File: config.mk
export PLATFORM = sky130hd
export DESIGN_NAME = axi_master_addr_issue_flat
export DESIGN_NICKNAME = d
export VERILOG_FILES = /design/src/rtl/axi_master_addr_issue_if.sv /design/src/rtl/axi_master_addr_issue.sv /design/src/flat_wrapper.sv
export SDC_FILE = /design/constraint.sdc
export NUM_CORES = 1
export LEC_CHECK = 0
export CAP_MARGIN = 20
export CORE_MARGIN = 3
export CORE_UTILIZATION = 41
export DETAILED_ROUTE_END_ITERATION = 10
export MAX_ROUTING_LAYER = met4
export PLACE_DENSITY = 0.68
export SLEW_MARGIN = 10
export SYNTH_ARGS = -nofsm -noshare
export SYNTH_HDL_FRONTEND = slang
export SYNTH_SLANG_ARGS = --single-unit
File: constraint.sdc
create_clock -name rd_clk -period 7.1 [get_ports rd_clk]
set_input_delay 2.13 -clock rd_clk [delete_from_list [all_inputs] [get_ports rd_clk]]
set_output_delay 2.13 -clock rd_clk [all_outputs]
set_load 0.02 [all_outputs]
File: src/rtl/axi_master_addr_issue_if.sv
// AXI4 read/write address channel (AR or AW) between the command issuer and the interconnect.
interface axi_master_addr_issue_if #(
  parameter int ADDR_WIDTH = 32,
  parameter int ID_WIDTH   = 4
);
  logic [ID_WIDTH-1:0]   m_ax_id;
  logic [ADDR_WIDTH-1:0] m_ax_addr;
  logic [7:0]            m_ax_len;
  logic [2:0]            m_ax_size;
  logic [1:0]            m_ax_burst;
  logic                  m_ax_valid;
  logic                  m_ax_ready;

  modport master (
    output m_ax_id, m_ax_addr, m_ax_len, m_ax_size, m_ax_burst, m_ax_valid,
    input  m_ax_ready
  );

  modport slave (
    input  m_ax_id, m_ax_addr, m_ax_len, m_ax_size, m_ax_burst, m_ax_valid,
    output m_ax_ready
  );
endinterface

File: src/rtl/axi_master_addr_issue.sv
// Pops packed {len, addr, id} commands from the address FIFO and issues them on an AXI4
// address channel, splitting INCR bursts at 4 KB boundaries. One cmd_done per FIFO entry.
module axi_master_addr_issue #(
  parameter int ADDR_WIDTH     = 32,
  parameter int ID_WIDTH       = 4,
  parameter int SIZE           = 3,
  parameter int BOUNDARY_SPLIT = 1,
  localparam int CMD_WIDTH     = 8 + ADDR_WIDTH + ID_WIDTH
) (
  input  logic                   rd_clk,
  input  logic                   rd_rst,
  output logic                   fifo_rd_en,
  input  logic [CMD_WIDTH-1:0]   fifo_rd_data,
  input  logic                   fifo_rd_empty,
  axi_master_addr_issue_if.master ax,
  output logic                   cmd_done,
  output logic                   busy
);

  typedef enum logic [1:0] {IDLE, FETCH, LOAD, ISSUE} state_t;

  state_t                state;
  logic                  rd_en_q;
  logic                  valid_q;
  logic                  done_q;
  logic                  busy_q;
  logic [ID_WIDTH-1:0]   id_q;
  logic [ADDR_WIDTH-1:0] addr_q;
  logic [7:0]            len_q;
  logic [8:0]            rem_q;
  logic [8:0]            sub_q;

  logic [ID_WIDTH-1:0]   load_id;
  logic [ADDR_WIDTH-1:0] load_addr;
  logic [8:0]            load_rem;
  logic [8:0]            load_sub;
  logic [ADDR_WIDTH-1:0] next_addr;
  logic [8:0]            next_rem;
  logic [8:0]            next_sub;

  // Beats of the sub-burst starting at an address with the given low 12 bits:
  // limited by what is left of the command and by the distance to the next 4 KB page.
  function automatic logic [8:0] sub_beats(input logic [11:0] low, input logic [8:0] rem);
    logic [12:0] off;
    logic [12:0] beats_to_bnd;
    off          = ({1'b0, low} >> SIZE) << SIZE;
    beats_to_bnd = (13'd4096 - off) >> SIZE;
    if (BOUNDARY_SPLIT == 0 || {4'b0, rem} <= beats_to_bnd) return rem;
    return beats_to_bnd[8:0];
  endfunction

  // Decode the FIFO entry and precompute the sub-burst following the current one.
  always_comb begin
    load_id   = fifo_rd_data[ID_WIDTH-1:0];
    load_addr = fifo_rd_data[ID_WIDTH +: ADDR_WIDTH];
    load_rem  = {1'b0, fifo_rd_data[CMD_WIDTH-1 -: 8]} + 9'd1;
    load_sub  = sub_beats(load_addr[11:0], load_rem);
    next_addr = {addr_q[ADDR_WIDTH-1:12] + (ADDR_WIDTH-12)'(1), 12'h000};
    next_rem  = rem_q - sub_q;
    next_sub  = sub_beats(next_addr[11:0], next_rem);
  end

  // Command sequencer: pop, wait for RAM latency, load, then issue sub-bursts until exhausted.
  always_ff @(posedge rd_clk) begin
    if (rd_rst) begin
      state   <= IDLE;
      rd_en_q <= 1'b0;
      valid_q <= 1'b0;
      done_q  <= 1'b0;
      busy_q  <= 1'b0;
      id_q    <= '0;
      addr_q  <= '0;
      len_q   <= '0;
      rem_q   <= '0;
      sub_q   <= '0;
    end else begin
      rd_en_q <= 1'b0;
      done_q  <= 1'b0;
      case (state)
        IDLE: begin
          if (!fifo_rd_empty) begin
            rd_en_q <= 1'b1;
            busy_q  <= 1'b1;
            state   <= FETCH;
          end
        end
        FETCH: state <= LOAD;
        LOAD: begin
          id_q    <= load_id;
          addr_q  <= load_addr;
          rem_q   <= load_rem;
          sub_q   <= load_sub;
          len_q   <= 8'(load_sub - 9'd1);
          valid_q <= 1'b1;
          state   <= ISSUE;
        end
        ISSUE: begin
          if (!valid_q) begin
            valid_q <= 1'b1;
          end else if (ax.m_ax_ready) begin
            valid_q <= 1'b0;
            if (rem_q == sub_q) begin
              done_q <= 1'b1;
              busy_q <= 1'b0;
              state  <= IDLE;
            end else begin
              // Next sub-burst is loaded now and presented after one idle cycle.
              rem_q  <= next_rem;
              sub_q  <= next_sub;
              addr_q <= next_addr;
              len_q  <= 8'(next_sub - 9'd1);
            end
          end
        end
        default: state <= IDLE;
      endcase
    end
  end

  assign fifo_rd_en    = rd_en_q;
  assign cmd_done      = done_q;
  assign busy          = busy_q;
  assign ax.m_ax_id    = id_q;
  assign ax.m_ax_addr  = addr_q;
  assign ax.m_ax_len   = len_q;
  assign ax.m_ax_size  = 3'(SIZE);
  assign ax.m_ax_burst = 2'b01;
  assign ax.m_ax_valid = valid_q;

endmodule

File: src/flat_wrapper.sv
// flat-port wrapper written by rule: the top's interface ports become plain ports
module axi_master_addr_issue_flat 
#(
  parameter int ADDR_WIDTH     = 32,
  parameter int ID_WIDTH       = 4,
  parameter int SIZE           = 3,
  parameter int BOUNDARY_SPLIT = 1,
  localparam int CMD_WIDTH     = 8 + ADDR_WIDTH + ID_WIDTH
)
  (rd_clk, rd_rst, fifo_rd_en, fifo_rd_data, fifo_rd_empty, cmd_done, busy, ax_m_ax_id, ax_m_ax_addr, ax_m_ax_len, ax_m_ax_size, ax_m_ax_burst, ax_m_ax_valid, ax_m_ax_ready);
  axi_master_addr_issue_if #(.ADDR_WIDTH(ADDR_WIDTH), .ID_WIDTH(ID_WIDTH)) ax_i ();
  input  logic rd_clk;
  input  logic rd_rst;
  output logic fifo_rd_en;
  input  logic [CMD_WIDTH-1:0] fifo_rd_data;
  input  logic fifo_rd_empty;
  output logic cmd_done;
  output logic busy;
  output wire logic [$bits(ax_i.m_ax_id)-1:0] ax_m_ax_id;
  output wire logic [$bits(ax_i.m_ax_addr)-1:0] ax_m_ax_addr;
  output wire logic [$bits(ax_i.m_ax_len)-1:0] ax_m_ax_len;
  output wire logic [$bits(ax_i.m_ax_size)-1:0] ax_m_ax_size;
  output wire logic [$bits(ax_i.m_ax_burst)-1:0] ax_m_ax_burst;
  output wire logic [$bits(ax_i.m_ax_valid)-1:0] ax_m_ax_valid;
  input wire logic [$bits(ax_i.m_ax_ready)-1:0] ax_m_ax_ready;
  assign ax_m_ax_id = ax_i.m_ax_id;
  assign ax_m_ax_addr = ax_i.m_ax_addr;
  assign ax_m_ax_len = ax_i.m_ax_len;
  assign ax_m_ax_size = ax_i.m_ax_size;
  assign ax_m_ax_burst = ax_i.m_ax_burst;
  assign ax_m_ax_valid = ax_i.m_ax_valid;
  assign ax_i.m_ax_ready = ax_m_ax_ready;
  axi_master_addr_issue #(.ADDR_WIDTH(ADDR_WIDTH), .ID_WIDTH(ID_WIDTH), .SIZE(SIZE), .BOUNDARY_SPLIT(BOUNDARY_SPLIT)) u_core (.rd_clk(rd_clk), .rd_rst(rd_rst), .fifo_rd_en(fifo_rd_en), .fifo_rd_data(fifo_rd_data), .fifo_rd_empty(fifo_rd_empty), .ax(ax_i), .cmd_done(cmd_done), .busy(busy));
endmodule
==> metrics.txt, run 1 <==
Reg2Reg Depth 10; CTS tree yes; CP endpoint kind flop; r2r startpoint u_core.state[1]; worst slew pin tran 1.056 ns; slack of the critical path 0.9236 ns; hold path cells 2; largest net degree at the start of global routing 56; height of the chip 107.1 microns; cts hold-fix bufs 0; Worst Clk Skew 0.01033 ns; initial antenna violation count 0; Total Power 1.886 mW; via/cell ratio 5.411; Core Area 9864 sq um; DRT antenna net count 0; Top FF cell, synth dfxtp_1; Hold EP u_core.ax.m_ax_len[2]; Core Rows 36; DIE WIDTH 107.1 microns; required time worst endpoint 7.36 ns; Hold Crit Start u_core.ax.m_ax_len[2]; gr ovfl total 0; r2r endpoint u_core.ax.m_ax_len[5]; post-synth top area cell dfxtp_1; Mapped Avg Cell Area 7.818 sq um; share of layout cells above drive strength 1 6.300%; 1st-pass router iterations 4; setup_tns 0 ns; fillcell total 963; dpl ws 0.5781 ns; Final Critical Period 6.176 ns; postcts setup bufs 0; All-Layer GR Usage 20.58%; CP Launch Type input pin; CP Data Arrival Time 6.44 ns; Final Max Tran Viols 0; synth unique cells 57; GPL Wtd Cong 0.8832; die footprint 11470 sq um; Maximum Capacitance Violations 0; total vias in the final route 4069; TritonCTS Buffers 9; pwr dens 347.8 nW/um^2; CTS clk-pin slew, worst paths 0.08 ns; EDFF count, synth 0; top cell type's share of synthesized area 32.49%; fmax 0.1619 GHz; CTS Buffer Depth 2; cts repair resizes 0; final worst hold slack 0.4601 ns; drt total wl 11.36 mm; IO Count 101; Async SR Flop Fraction 0%; nets 687; post-synthesis cell area 4190 sq um; Tcrit/Tclk final 86.99%; status finished clean; Root Buffer clkbuf_8; global-route wire length before repair 18.77 mm; Worst Setup Path Type input pin to flop; crit path max fanout 6; port bufs 95; top post-synthesis cells by area dfxtp_1 (32%), ha_1 (7.2%), nor2_1 (5.9%); ANT cells 0; placed wire-length estimate 8.278 mm; Hold Violations, Final 0; Iter 0 DRT Violations 238; area delta synth->final 29.41%; CTS Sinks 68; worst min path class flop to flop; H-tree depth 3; yosys warns 0; Avg WL per Cell 15.10 microns; residual DRC count 0; Mapped Cells 536; setup violators final 0; RSZ-0062 raised after global routing no; Slew HR 29.45%; Max VDD drop 190.4 uV; register bit count reported by yosys 68; post-synthesis sequential area ratio 32.49%; Static Leakage 1.938 nW; starting density of the core 42.48%; Reg2Reg Setup Slack 3.22 ns; clk_lat worst skew 0.34 ns; via count of the first global-routing pass 3847
-- power breakdown --
group          leakage (nW)  total [mW]  internal [mW]  switching [mW]
Sequential            0.553       0.568          0.487          0.0809
Combinational          1.28       0.963          0.425           0.538
Clock                 0.102       0.354          0.198           0.156
Total                  1.94        1.89           1.11           0.775
-- layout by cell type, fill, tap and decap left out, types with 4 or more instances in the layout --
cell             count
or3_1                9
o22ai_1              7
conb_1               5
o211ai_1             4
nor2b_1              7
nand2b_1             5
dfxtp_1             68
nor2_1              66
clkdlybuf4s50_1     94
a211oi_1            23
nor3b_1              4
inv_1               25
nand4_1              5
clkbuf_8             9
xnor2_1             10
buf_4                4
a21o_1               7
o31ai_1              5
xor2_1              10
o2bb2ai_1            4
a21oi_1             37
o21a_1               5
mux2i_1              8
ha_1                23
a22oi_1             17
nand3_1             16
nor3_1              17
nand2_1             54
o21ai_0             18
-- worst max path at each step --
stage,start,to,slack (ns),cells after the start
2_1_floorplan,fifo_rd_data[8],u_core.ax.m_ax_len[7],1.48,13
3_3_place_gp,fifo_rd_data[7],u_core.ax.m_ax_len[7],0.70,14
3_5_place_dp,fifo_rd_data[7],u_core.ax.m_ax_len[7],0.58,14
4_1_cts,fifo_rd_data[7],u_core.ax.m_ax_len[7],0.93,14
5_1_grt,fifo_rd_data[7],u_core.ax.m_ax_len[4],0.61,18
6_report,fifo_rd_data[7],u_core.ax.m_ax_len[7],0.92,14
-- critical path, cell delays in order --
cell,delay [ns]
clkdlybuf4s50_1,0.53
inv_1,0.10
ha_1,0.17
nor3b_1,0.33
or3b_2,0.49
xnor2_1,0.16
ha_1,0.32
o21ai_0,0.14
a221o_2,0.46
nor2_2,0.21
a311oi_1,0.24
or3_1,0.43
or4_1,0.49
a311oi_2,0.24
-- area by class of cell --
cell class	instances	area, sq um	area share [%]
multi-input cells	411	2609	48.11
flip-flops and latches	68	1361	25.10
repair buffers	99	975.9	18.00
well taps	133	166.4	3.069
clock buffers	10	127.6	2.353
inverters	25	93.84	1.731
clock inverters	6	88.84	1.638
-- per-layer routing --
layer | up-vias | share of wire, % | track usage [%]
li1 | 2065 | - | -
met1 | 1899 | 48 | 28.12
met2 | 96 | 46 | 31.77
met3 | 9 | 5.0 | 3.432
met4 | 0 | 0.98 | 5.297
met5 | - | 0 | -
-- synth_stat cells (all sizes together) (7+ instances only) --
library cell / count
nor2b: 7
a22oi: 17
a211oi: 23
or3: 9
inv: 25
dfxtp: 68
o21ai: 18
a21oi: 38
a21o: 7
o22ai: 7
nand2: 55
mux2i: 8
xnor2: 11
nand3: 16
ha: 24
clkbuf: 21
xor2: 10
nor3: 18
nor2: 67
buf: 14
-- sequential cells by signal (all words and copies together) (netlist names) --
name and cells:
u_core.state 2, u_core.ax.m_ax_addr 32, u_core.busy 1, u_core.ax.m_ax_len 8, u_core.sub_q 9, u_core.ax.m_ax_valid 1
u_core.cmd_done 1, u_core.rem_q 9, u_core.ax.m_ax_id 4, u_core.fifo_rd_en 1
-- through the flow --
step           utilization, %  cells  instance area [sq um]
2_1_floorplan               -    539                   4202
3_3_place_gp            52.78    736                   5206
3_5_place_dp            52.78    736                   5206
4_1_cts                 54.97    752                   5423
5_1_grt                 54.97    752                   5423
6_report                54.97    752                   5423
-- kinds of logic after synthesis --
logic type	after synthesis	share of synthesized area (%)
multiplexers	10	2.449
AO/OA/AOI/OAI	146	23.62
XOR/XNOR	21	4.568
other	2	0.1792
buffers and inverters	60	5.853
adder cells (fa/ha/maj)	25	7.644
AND/OR/NAND/NOR	204	23.20
flip-flops	68	32.49
Note: power is estimated with default switching activity, not from simulation.
==> run 2: changes to the inputs <==
--- a/config.mk
+++ b/config.mk
@@ -6,12 +6,13 @@
 export NUM_CORES = 1
 export LEC_CHECK = 0
 export CAP_MARGIN = 20
+export CELL_PAD_IN_SITES_DETAIL_PLACEMENT = 0
+export CELL_PAD_IN_SITES_GLOBAL_PLACEMENT = 1
 export CORE_MARGIN = 3
-export CORE_UTILIZATION = 41
+export CORE_UTILIZATION = 36
 export DETAILED_ROUTE_END_ITERATION = 10
 export MAX_ROUTING_LAYER = met4
-export PLACE_DENSITY = 0.68
-export SLEW_MARGIN = 10
+export PLACE_DENSITY_LB_ADDON = 0.1
 export SYNTH_ARGS = -nofsm -noshare
 export SYNTH_HDL_FRONTEND = slang
 export SYNTH_SLANG_ARGS = --single-unit
==> run 2 against run 1 <==
  * Routed wire length rose by 3.5%
  * First-iteration DRC count rose by 8.4%
  * Clock skew fell by 0.0035 ns
  * Clock-buffer cell count did not move
  * Design area rose by 2.6%
  * Sequential cell count did not move
==> metrics.txt, run 2 (synthesized netlist as in run 1, its figures left out) <==
CTS tree yes (unchanged); die footprint 12970 sq um (was 11470 sq um); Root Buffer clkbuf_16 (was clkbuf_8); area delta synth->final 32.79% (was 29.41%); Reg2Reg Depth 8 (was 10); GPL Wtd Cong 0.8264 (was 0.8832); clk_lat worst skew 0.34 ns (about the same); Hold Violations, Final 0 (unchanged); drt total wl 11.76 mm (was 11.36 mm); Slew HR 34.79% (was 29.45%); pwr dens 368.7 nW/um^2 (was 347.8 nW/um^2); Avg WL per Cell 15.47 microns (was 15.10 microns); height of the chip 113.9 microns (was 107.1 microns); via count of the first global-routing pass 3993 (was 3847); Static Leakage 2.007 nW (was 1.938 nW); Worst Clk Skew 0.006813 ns (was 0.01033 ns); residual DRC count 0 (unchanged); required time worst endpoint 7.35 ns (was 7.36 ns); DIE WIDTH 113.9 microns (was 107.1 microns); cell area after layout 5564 sq um (was 5423 sq um); Maximum Capacitance Violations 0 (unchanged); setup_tns 0 ns (unchanged); CP Launch Type input pin (unchanged); Max VDD drop 191.5 uV (was 190.4 uV); GRT met2 Usage 28.27% (was 31.77%); worst slew pin tran 0.9782 ns (was 1.056 ns); r2r startpoint u_core.state[1] (unchanged); hold path cells 2 (unchanged); Core Rows 38 (was 36); H-tree depth 3 (unchanged); All-Layer GR Usage 19.35% (was 20.58%); fmax 0.1614 GHz (was 0.1619 GHz); CTS Sinks 68 (unchanged); status finished clean (unchanged); Reg2Reg Setup Slack 3.64 ns (was 3.22 ns); via/cell ratio 5.417 (was 5.411); setup violators final 0 (unchanged); Hold EP u_core.rem_q[0] (was u_core.ax.m_ax_len[2]); TritonCTS Buffers 9 (unchanged); r2r endpoint u_core.ax.m_ax_len[7] (was u_core.ax.m_ax_len[5]); commonest non-fill, non-tap cells in the layout clkdlybuf4s50_1 (94), dfxtp_1 (68), nor2_1 (66), nand2_1 (54), a21oi_1 (37) (unchanged); Final Max Tran Viols 0 (unchanged); number of flip-flops in the largest register 32 (unchanged); cts repair resizes 0 (unchanged); postcts setup bufs 0 (unchanged); nets 688 (was 687); port bufs 95 (unchanged); final worst hold slack 0.4531 ns (was 0.4601 ns); RSZ-0062 raised after global routing no (unchanged); grt met3 use 3.820% (was 3.432%); placed wire-length estimate 8.381 mm (was 8.278 mm); initial antenna violation count 0 (unchanged); Area after DPL 5215 sq um (was 5206 sq um); Hold Crit Start u_core.rem_q[0] (was u_core.ax.m_ax_len[2]); crit path max fanout 6 (unchanged); starting density of the core 37.66% (was 42.48%); Core Area 11130 sq um (was 9864 sq um); CTS Buffer Depth 2 (unchanged); slack of the critical path 0.9040 ns (was 0.9236 ns); Tcrit/Tclk final 87.27% (was 86.99%); CP endpoint kind flop (unchanged); largest net degree at the start of global routing 70 (was 56); total vias in the final route 4117 (was 4069); cts hold-fix bufs 0 (unchanged); gr ovfl total 0 (unchanged); share of layout cells above drive strength 1 6.452% (was 6.300%); Worst Setup Path Type input pin to flop (unchanged); global-route wire length before repair 19.62 mm (was 18.77 mm); Iter 0 DRT Violations 258 (was 238); CP Data Arrival Time 6.44 ns (about the same); worst min path class flop to flop (unchanged); commonest non-fill, non-tap cell in the layout clkdlybuf4s50_1 (unchanged); GR Util met1 26.06% (was 28.12%); ANT cells 0 (unchanged); CTS clk-pin slew, worst paths 0.05 ns (was 0.08 ns); DRT antenna net count 0 (unchanged); dpl ws 0.5525 ns (was 0.5781 ns); Final Critical Period 6.196 ns (was 6.176 ns); 1st-pass router iterations 5 (was 4); Top Usage Layer GRT met2 (unchanged); IO Count 101 (unchanged); fin util 50.01% (was 54.97%); fillcell total 1116 (was 963)
run 2: power by group:
group | leakage (nW) | switching [mW] | internal [mW] | total [mW]
registers | 0.553 | 0.0779 | 0.488 | 0.566
clock network | 0.167 | 0.170 | 0.343 | 0.514
logic | 1.29 | 0.545 | 0.427 | 0.972
run 2: final cells by class:
type | count | area [sq um] | area share [%]
clock buffers | 10 | 229.0 | 4.115
multi-input cells | 411 | 2609 | 46.89
inverters | 25 | 93.84 | 1.687
flip-flops and latches | 68 | 1361 | 24.47
clock inverters | 6 | 112.6 | 2.024
well taps | 140 | 175.2 | 3.148
repair buffers | 100 | 983.4 | 17.67
run 2: per-layer routing:
layer  share of wire (%)  wire, microns
met4                 2.5            290
met3                 4.7            556
met1                  48           5662
met5                   0              0
met2                  45           5249
run 2: how the worst max path moves through the flow:
stage	cells past startpoint	endpoint	startpoint
after global placement	14	u_core.ax.m_ax_len[7]	fifo_rd_data[7]
after floorplan	13	u_core.ax.m_ax_len[7]	fifo_rd_data[8]
after CTS	14	u_core.ax.m_ax_len[7]	fifo_rd_data[7]
after detailed placement	14	u_core.ax.m_ax_len[7]	fifo_rd_data[7]
after global routing	18	u_core.ax.m_ax_len[6]	fifo_rd_data[7]
final	14	u_core.ax.m_ax_len[7]	fifo_rd_data[7]
run 2: through the flow:
| stage | instances | power (mW) |
|---|---|---|
| after floorplan | 539 | 1.210 |
| after global placement | 743 | 1.530 |
| after detailed placement | 743 | 1.539 |
| after CTS | 759 | 2.065 |
| after global routing | 760 | 2.207 |
| final | 760 | 2.051 |
run 2: worst max-delay path, stage by stage:
cell             delay, ns
clkdlybuf4s50_1       0.53
inv_1                 0.10
ha_1                  0.17
nor3b_1               0.34
or3b_2                0.49
xnor2_1               0.16
ha_1                  0.31
o21ai_0               0.15
a221o_2               0.46
nor2_2                0.20
a311oi_1              0.25
or3_1                 0.43
or4_1                 0.49
a311oi_2              0.23
==> run 3: changes to the inputs <==
==> constraint.sdc (replaced) <==
create_clock -name rd_clk -period 7.1 [get_ports rd_clk]
set_input_delay 1.065 -clock rd_clk [delete_from_list [all_inputs] [get_ports rd_clk]]
set_output_delay 1.065 -clock rd_clk [all_outputs]
set_load 0.02 [all_outputs]
==> run 3 against run 2 <==
  * Clock power is 13% lower
  * Design area is 0.74% lower
  * First-iteration DRC count is 0.39% higher
  * Power is 3.4% lower
  * Combinational power is 0.4% lower
  * Utilization is 0.37 points lower
  * Global-route usage is 0.20 points higher
  * Register-to-register slack better by 0.21 ns
  * Clock-buffer cell count is 1 higher
  * Sequential power hardly changed
  * Die area stayed put
  * Critical path type unchanged
  * Largest cell class unchanged
  * Highest routed layer unchanged
==> metrics.txt, run 3 (synthesized netlist as in run 1, its figures left out) <==
global-route wire length before repair 19.84 mm (was 19.62 mm); required time worst endpoint 7.35 ns (about the same); Maximum Capacitance Violations 0 (unchanged); Worst Setup Path Type input pin to flop (unchanged); gr ovfl total 0 (unchanged); share of layout cells above drive strength 1 6.452% (unchanged); initial antenna violation count 0 (unchanged); via count of the first global-routing pass 3929 (was 3993); fin util 49.64% (was 50.01%); pwr dens 358.9 nW/um^2 (was 368.7 nW/um^2); Iter 0 DRT Violations 259 (was 258); clk_lat worst skew 0.34 ns (about the same); Hold Crit Start u_core.sub_q[4] (was u_core.rem_q[0]); status finished clean (unchanged); Tcrit/Tclk final 72.98% (was 87.27%); Max VDD drop 266.8 uV (was 191.5 uV); via/cell ratio 5.304 (was 5.417); cts repair resizes 0 (unchanged); Slowest-stage cell, CP clkdlybuf4s50_1 (unchanged); H-tree depth 3 (unchanged); CTS Sinks 68 (unchanged); setup_tns 0 ns (unchanged); commonest non-fill, non-tap cells in the layout clkdlybuf4s50_1 (94), dfxtp_1 (68), nor2_1 (66), nand2_1 (54), a21oi_1 (37) (unchanged); CP Launch Point fifo_rd_data[7] (unchanged); Worst path most repeated cell ha_1 (unchanged); Highest Signal Layer met4 (unchanged); die footprint 12970 sq um (unchanged); starting density of the core 37.66% (unchanged); CTS clk-pin slew, worst paths 0.05 ns (about the same); residual DRC count 0 (unchanged); port bufs 95 (unchanged); postcts setup bufs 0 (unchanged); commonest non-fill, non-tap cell in the layout clkdlybuf4s50_1 (unchanged); Crit path largest cell delay 0.54 ns (was 0.53 ns); ANT cells 0 (unchanged); fmax 0.1930 GHz (was 0.1614 GHz); CTS Buffer Depth 2 (unchanged); drt total wl 11.96 mm (was 11.76 mm); DIE WIDTH 113.9 microns (unchanged); 1st-pass router iterations 5 (unchanged); critical path, cell by cell clkdlybuf4s50_1 > inv_1 > ha_1 > nor3b_1 > or3b_2 > xnor2_1 > ha_1 > o21ai_0 > a221o_2 > nor2_2 > a311oi_1 > or3_1 > or4_1 > a311oi_2 (unchanged); CTS tree yes (unchanged); worst min path class flop to flop (unchanged); r2r startpoint u_core.sub_q[1] (was u_core.state[1]); worst slew pin tran 0.8290 ns (was 0.9782 ns); total vias in the final route 4031 (was 4117); Core Area 11130 sq um (unchanged); Routed met1 length 5.888 mm (was 5.662 mm); Reg2Reg Depth 10 (was 8); nets 689 (was 688); setup violators final 0 (unchanged); Slew HR 44.36% (was 34.79%); GPL Wtd Cong 0.8530 (was 0.8264); Avg WL per Cell 15.74 microns (was 15.47 microns); placed wire-length estimate 8.518 mm (was 8.381 mm); Final Critical Period 5.182 ns (was 6.196 ns); TritonCTS Buffers 9 (unchanged); met3 WL post-DR 459 microns (was 556 microns); number of flip-flops in the largest register 32 (unchanged); Root Buffer clkbuf_16 (unchanged); area delta synth->final 31.80% (was 32.79%); crit path max fanout 6 (unchanged); Static Leakage 1.984 nW (was 2.007 nW); RSZ-0062 raised after global routing no (unchanged); Core Rows 38 (unchanged); height of the chip 113.9 microns (unchanged); IO Count 101 (unchanged); final worst hold slack 0.4519 ns (was 0.4531 ns); CP endpoint kind flop (unchanged); WL met2 5.443 mm (was 5.249 mm); largest net degree at the start of global routing 70 (unchanged); CP Launch Type input pin (unchanged); Hold Violations, Final 0 (unchanged); DRT antenna net count 0 (unchanged); All-Layer GR Usage 19.54% (was 19.35%); CP Data Arrival Time 5.43 ns (was 6.44 ns); cts hold-fix bufs 0 (unchanged); Final Max Tran Viols 0 (unchanged); Worst Clk Skew 0.008711 ns (was 0.006813 ns); hold path cells 2 (unchanged)
[run 3: layout make-up]
| class | instances | area, sq um |
|---|---|---|
| multi-input combinational | 411 | 2609 |
| inverter | 25 | 93.84 |
| fill | 1108 | 5603 |
| timing repair buffer | 101 | 991.0 |
| clock inverter | 4 | 50.05 |
| clock buffer | 11 | 242.7 |
| sequential | 68 | 1361 |
| tap | 140 | 175.2 |
[run 3: per-stage QoR]
stage	total power [mW]	area [sq um]	instances	setup WS, ns
floorplan	1.210	4202	539	2.540
CTS	1.998	5515	759	1.915
finish	1.982	5523	760	1.918
detailed placement	1.537	5223	744	1.562
global placement	1.530	5223	744	1.753
global route	2.140	5523	760	1.525
[run 3: per-layer routing]
metal | GRT usage, % | vias to the layer above
met2 | 29.45 | 100
met4 | 6.017 | 0
li1 | - | 2073
met3 | 3.926 | 11
met5 | - | -
met1 | 26.50 | 1847
[run 3: final timing paths]
kind                                               to  slack, ns
worst max-delay path            u_core.ax.m_ax_len[7]       1.92
worst max register to register  u_core.ax.m_ax_len[7]       3.85
worst min-delay path                  u_core.sub_q[4]       0.45
worst min register to register        u_core.sub_q[4]       0.45
[run 3: where the power goes]
part	total, mW	internal, mW	switching [mW]	leakage, nW
Clock	0.447	0.279	0.168	0.138
Combinational	0.968	0.427	0.541	1.29
Sequential	0.567	0.488	0.0791	0.553
[run 3: worst max-delay path, delay by kind of cell]
family          cells  cell delay, ns
buf+inv             2            0.65
fa+ha+maj           2            0.49
xor+xnor            1            0.16
simple gates        5            1.96
compound gates      4            1.10
